$ cat config.mk
export PLATFORM = sky130hd
export DESIGN_NAME = one_bit_processor
export DESIGN_NICKNAME = d
export VERILOG_FILES = /design/src/rtl/one_bit_processor.sv
export SDC_FILE = /design/constraint.sdc
export NUM_CORES = 1
export LEC_CHECK = 0
export BUFFER_PORTS_ARGS = -buffer_cell sky130_fd_sc_hd__buf_2
export CAP_MARGIN = 20
export CORE_MARGIN = 2
export CORE_UTILIZATION = 50
export CTS_BUF_LIST = sky130_fd_sc_hd__clkbuf_16
export CTS_CLUSTER_DIAMETER = 40
export DETAILED_ROUTE_END_ITERATION = 8
export PLACE_DENSITY = 0.68
export REMOVE_ABC_BUFFERS = 1
export SYNTH_ARGS = -nofsm -noshare
export SYNTH_HDL_FRONTEND = slang
export SYNTH_SLANG_ARGS = --single-unit
$ cat constraint.sdc
create_clock -name clk -period 3.55 [get_ports clk]
set_clock_uncertainty 0.05 [all_clocks]
set_input_delay 0.71 -clock clk [delete_from_list [all_inputs] [get_ports clk]]
set_output_delay 0.71 -clock clk [all_outputs]
set_load 0.05 [all_outputs]
$ cat src/rtl/one_bit_processor.sv
// Serial-programmable 1-bit processor: programs are shifted in MSB-first on inReg[0] while en=1,
// then one instruction executes per clock from the 16-word memory while en=0.
module one_bit_processor #(
    parameter int INSTRUCTION_LENGTH = 13,
    parameter int INSTRUCTION_MEM    = 16,
    parameter int IN_REGS            = 2,
    parameter int OUT_REGS           = 7,
    parameter int INTERNAL_REGS      = 7
) (
    input  logic                clk,
    input  logic                reset,
    input  logic                en,
    input  logic [IN_REGS-1:0]  inReg,
    output logic [OUT_REGS-1:0] outReg
);
    localparam int         WR_REGS  = OUT_REGS + INTERNAL_REGS;
    localparam int         ALL_REGS = IN_REGS + WR_REGS;
    localparam logic [3:0] LAST_BIT = 4'(INSTRUCTION_LENGTH - 1);
    localparam logic [3:0] FIRST_WR = 4'(IN_REGS);

    typedef enum logic [3:0] {
        OP_NOP = 4'd0,
        OP_MOV = 4'd1,
        OP_AND = 4'd2,
        OP_OR  = 4'd3,
        OP_XOR = 4'd4,
        OP_SET = 4'd5,
        OP_BRA = 4'd6,
        OP_JMP = 4'd7
    } opcode_t;

    logic [3:0]                    prog_counter;
    logic [INTERNAL_REGS-1:0]      internal_regs;
    logic [INSTRUCTION_LENGTH-1:0] instructions [INSTRUCTION_MEM];
    logic [3:0]                    load_ptr;
    logic [3:0]                    bit_cnt;
    // Only the last 12 bits are ever needed; the 13th arrives straight from inReg[0].
    logic [INSTRUCTION_LENGTH-2:0] load_shift;

    logic [INSTRUCTION_LENGTH-1:0] cur_instr;
    opcode_t                       op;
    logic [3:0]                    dst_addr;
    logic [3:0]                    src_addr;
    logic                          n_bit;
    logic [ALL_REGS-1:0]           reg_space;
    logic                          a_val;
    logic                          b_val;
    logic                          wr_en;
    logic                          wr_val;
    logic [WR_REGS-1:0]            next_wr;
    logic [3:0]                    next_pc;

    always_comb begin
        cur_instr = instructions[prog_counter];
        op        = opcode_t'(cur_instr[12:9]);
        dst_addr  = cur_instr[8:5];
        src_addr  = cur_instr[4:1];
        n_bit     = cur_instr[0];
        // Address map: 0-1 inputs, 2-8 outputs, 9-15 internal scratch bits.
        reg_space = {internal_regs, outReg, inReg};
        a_val     = reg_space[dst_addr];
        b_val     = reg_space[src_addr] ^ n_bit;
        wr_en     = 1'b0;
        wr_val    = 1'b0;
        next_pc   = prog_counter + 4'd1;
        case (op)
            OP_MOV: begin wr_en = 1'b1; wr_val = b_val;         end
            OP_AND: begin wr_en = 1'b1; wr_val = a_val & b_val; end
            OP_OR:  begin wr_en = 1'b1; wr_val = a_val | b_val; end
            OP_XOR: begin wr_en = 1'b1; wr_val = a_val ^ b_val; end
            OP_SET: begin wr_en = 1'b1; wr_val = n_bit;         end
            OP_BRA: if (b_val) next_pc = dst_addr;
            OP_JMP: next_pc = dst_addr;
            default: ;
        endcase
        next_wr = {internal_regs, outReg};
        if (wr_en && (dst_addr >= FIRST_WR)) begin
            next_wr[dst_addr - FIRST_WR] = wr_val;
        end
    end

    always_ff @(posedge clk) begin
        if (reset) begin
            prog_counter  <= '0;
            internal_regs <= '0;
            outReg        <= '0;
            load_ptr      <= '0;
            bit_cnt       <= '0;
            load_shift    <= '0;
            for (int i = 0; i < INSTRUCTION_MEM; i++) begin
                instructions[i] <= '0;
            end
        end else if (en) begin
            load_shift <= {load_shift[INSTRUCTION_LENGTH-3:0], inReg[0]};
            if (bit_cnt == LAST_BIT) begin
                instructions[load_ptr] <= {load_shift, inReg[0]};
                bit_cnt                <= '0;
                load_ptr               <= load_ptr + 4'd1;
            end else begin
                bit_cnt <= bit_cnt + 4'd1;
            end
        end else begin
            bit_cnt       <= '0;
            load_shift    <= '0;
            prog_counter  <= next_pc;
            outReg        <= next_wr[OUT_REGS-1:0];
            internal_regs <= next_wr[WR_REGS-1:OUT_REGS];
        end
    end

endmodule

==> flow_metrics.tcl <==
set metrics [dict create \
    p_total_mw 7.82 \
    critPathTopFamily "multiplexers" \
    antenna_found_initial 2 \
    dp_hpwl_um 19000 \
    gp_congestion 0.818 \
    htree_levels 2 \
    dieArea_um2 25100 \
    required_ns 3.88 \
    arrival_ns 3.97 \
    cp_num_buf_inv 2 \
    yosysSeqAreaShare_pct 59.4 \
    nFillCells 1770 \
    synth_area_um2 11900 \
    portBuffers 11 \
    routed-via-count 7237 \
    startpoint_type "register" \
    synth_largest_area_cell "edfxtp_1" \
    ys_ff_latch 250 \
    overflow 0 \
    clk_pin_slew_worst_paths_ns 0.05 \
    power_density_nw_per_um2 555 \
    via_per_inst 5.71 \
    clk-insertion-delay-late_ns 0.50 \
    drt-total-wl_um 29100 \
    start_util_pct 50.9 \
    syn-mean-instance-area_um2 14.0 \
    wl_per_cell_um 23.0 \
    synth_edf_count 208 \
    end_kind "register" \
    max-slew-margin-rel_pct 43.6 \
    firstDrtPassIters 5 \
    tightest_slew_ns 0.843 \
    grt_pass1_wl_um 44000 \
    synthArstFlopShare_pct 0 \
    core_area_um2 23500 \
    worst_slack_ns -0.0808 \
    fmax_ghz 0.275 \
    crit_fanout 8 \
    cts_sinks 250 \
    yosys_warnings 0 \
    io_pins 12 \
    hp-class "reg2reg" \
    cts_tree "yes" \
    cts_inserted_buffers 34 \
    syn-instance-count 854 \
    dp.cells 1195 \
    grt-busiest-layer "met2" \
    final-setup-viol-count 14 \
    drive_above_1_share_pct 25.9 \
    rsz0062_at_grt "true" \
    grt_max_degree 42 \
    yosys-top-cells-area "edfxtp_1 (52%), and2_1 (11%), mux4_2 (9.4%)" \
    regArea_um2 7100 \
    hold_viol_final 0 \
    violations "negative setup slack" \
    critPathKind "reg2reg" \
    fin_crit_sh_pct 102 \
    dieWidth_um 159 \
    antenna_left 0 \
    max-vdd-ir-drop_mv 0.292 \
    rows 56 \
    cap_violations 0 \
    crit_chain "clkbuf_16, mux4_2, a22o_4, a221o_1, nand3_1, nand4_1, mux2i_2, xnor2_2, ha_4, mux2_4, nand3_2, o221a_4, buf_12, o31ai_2" \
    clockRootBuffer "clkbuf_16" \
    first_global_vias 7239 \
    multiInputGateArea_um2 4650 \
    holdBufCountCts 0 \
    gr-usage-met2_pct 40.8 \
    grtUsageTotal_pct 24.2 \
    antenna_cells 0 \
    final_util_pct 60.1 \
    fin_crit_ns 3.63 \
    synthTopCellsByCount "and2_1 (211), edfxtp_1 (208), mux4_2 (50), clkbuf_1 (42), dfxtp_1 (42)" \
    final_nets 940 \
    drc 0 \
    die_h_um 159 \
    ys_types 53 \
    area_growth_pct 18.2 \
    synth_ff_type "edfxtp_1" \
    drt_iter0_drc 532 \
    tns_ns -1.00 \
    drv_slew 0 \
    fin_cells 1267 \
    cts.path.max_buffers 3 \
    yosys.area.top_type_share_pct 52.3 \
    status "finished, violations left" \
    met3_usage_pct 4.19 \
    grtUsageMet1_pct 32.4 \
    cp_slowest_cell "mux4_2" \
    cpPeakStageDelay_ns 0.53 \
    p_leak_nw 5.12 \
    yosysMostFrequentCell "and2_1" \
]
placed cells by master (no fill, tap or decap), types with 10 or more instances in the layout:
cell | netlist | final
edfxtp_1 | 208 | 208
mux4_1 | 11 | 10
inv_1 | 14 | 18
buf_4 | 1 | 75
mux4_2 | 50 | 51
and2_1 | 211 | 211
nand3_1 | 28 | 27
a21oi_1 | 11 | 11
nor2_1 | 27 | 26
dfxtp_1 | 42 | 39
and3_1 | 16 | 16
clkbuf_16 | 0 | 36
buf_2 | 9 | 11
o31ai_2 | 10 | 12
o21ai_1 | 0 | 13
nand2_1 | 27 | 27
mux2i_1 | 25 | 22
final cells by class:
type                            instances  area share, %
Sequential cell                       250           50.3
Multi-Input combinational cell        528           33.0
Clock buffer                           35           6.21
Timing Repair Buffer                   97           5.84
Tap cell                              319           2.83
Clock inverter                         24           1.49
Inverter                               14          0.373
timing repair:
| item | CTS | global route |
|---|---|---|
| cloned | 1 | 1 |
| gates resized for setup | 12 | 25 |
| setup endpoints to repair | 16 | 16 |
| setup buffers | 5 | 6 |
| hold endpoints to repair | 0 | 0 |
| pin swaps | 12 | 14 |
layer usage:
layer / vias to the layer above / routed length [um]
li1: 3320 / -
met1: 3592 / 11700
met2: 263 / 14400
met3: 60 / 2170
met4: 2 / 798
met5: - / 13
path summary, 6_finish.rpt:
check,startpoint,endpoint,slack [ns],cells past startpoint
max,register,internal_regs[1],-0.08,14
min,bit_cnt[0],bit_cnt[0],0.44,1
max reg2reg,register,internal_regs[1],-0.08,14
min reg2reg,bit_cnt[0],bit_cnt[0],0.44,1
power breakdown:
part	internal [mW]	leakage [nW]	switching [mW]	total, mW
sequential	3.29	2.37	0.0525	3.34
combinational	0.597	2.21	0.625	1.22
clock	2.01	0.540	1.25	3.26
total	5.90	5.12	1.93	7.82
sequential cells by signal, indices dropped and copies added (netlist names), named ones only:
name	count
outReg	7
load_shift	12
bit_cnt	4
prog_counter	4
load_ptr	4
instructions	208
internal_regs	7
kinds of logic (layout without fill, tap and decap cells):
family                     Yosys count  count (layout)  share of synthesized area [%]
AOI/OAI and AO/OA                   71              71                           4.83
xor gates and xnor gates             5               5                          0.367
adders and majority gates           10              10                           1.05
buffers and inverters               76             170                           3.04
DFF                                250             250                           59.4
muxes                               89              89                           14.2
and+or+nand+nor                    353             353                           17.1
stage by stage:
step / hold slack, ns / instance area, um2 / setup WS [ns]
2_1_floorplan: 0.404 / 11600 / -2.20
3_3_place_gp: 0.429 / 12700 / -0.117
3_5_place_dp: 0.434 / 12700 / -0.198
4_1_cts: 0.442 / 13900 / -0.107
5_1_grt: 0.462 / 14100 / -0.198
6_report: 0.438 / 14100 / -0.0808
Power figures use the tool's default switching activity.
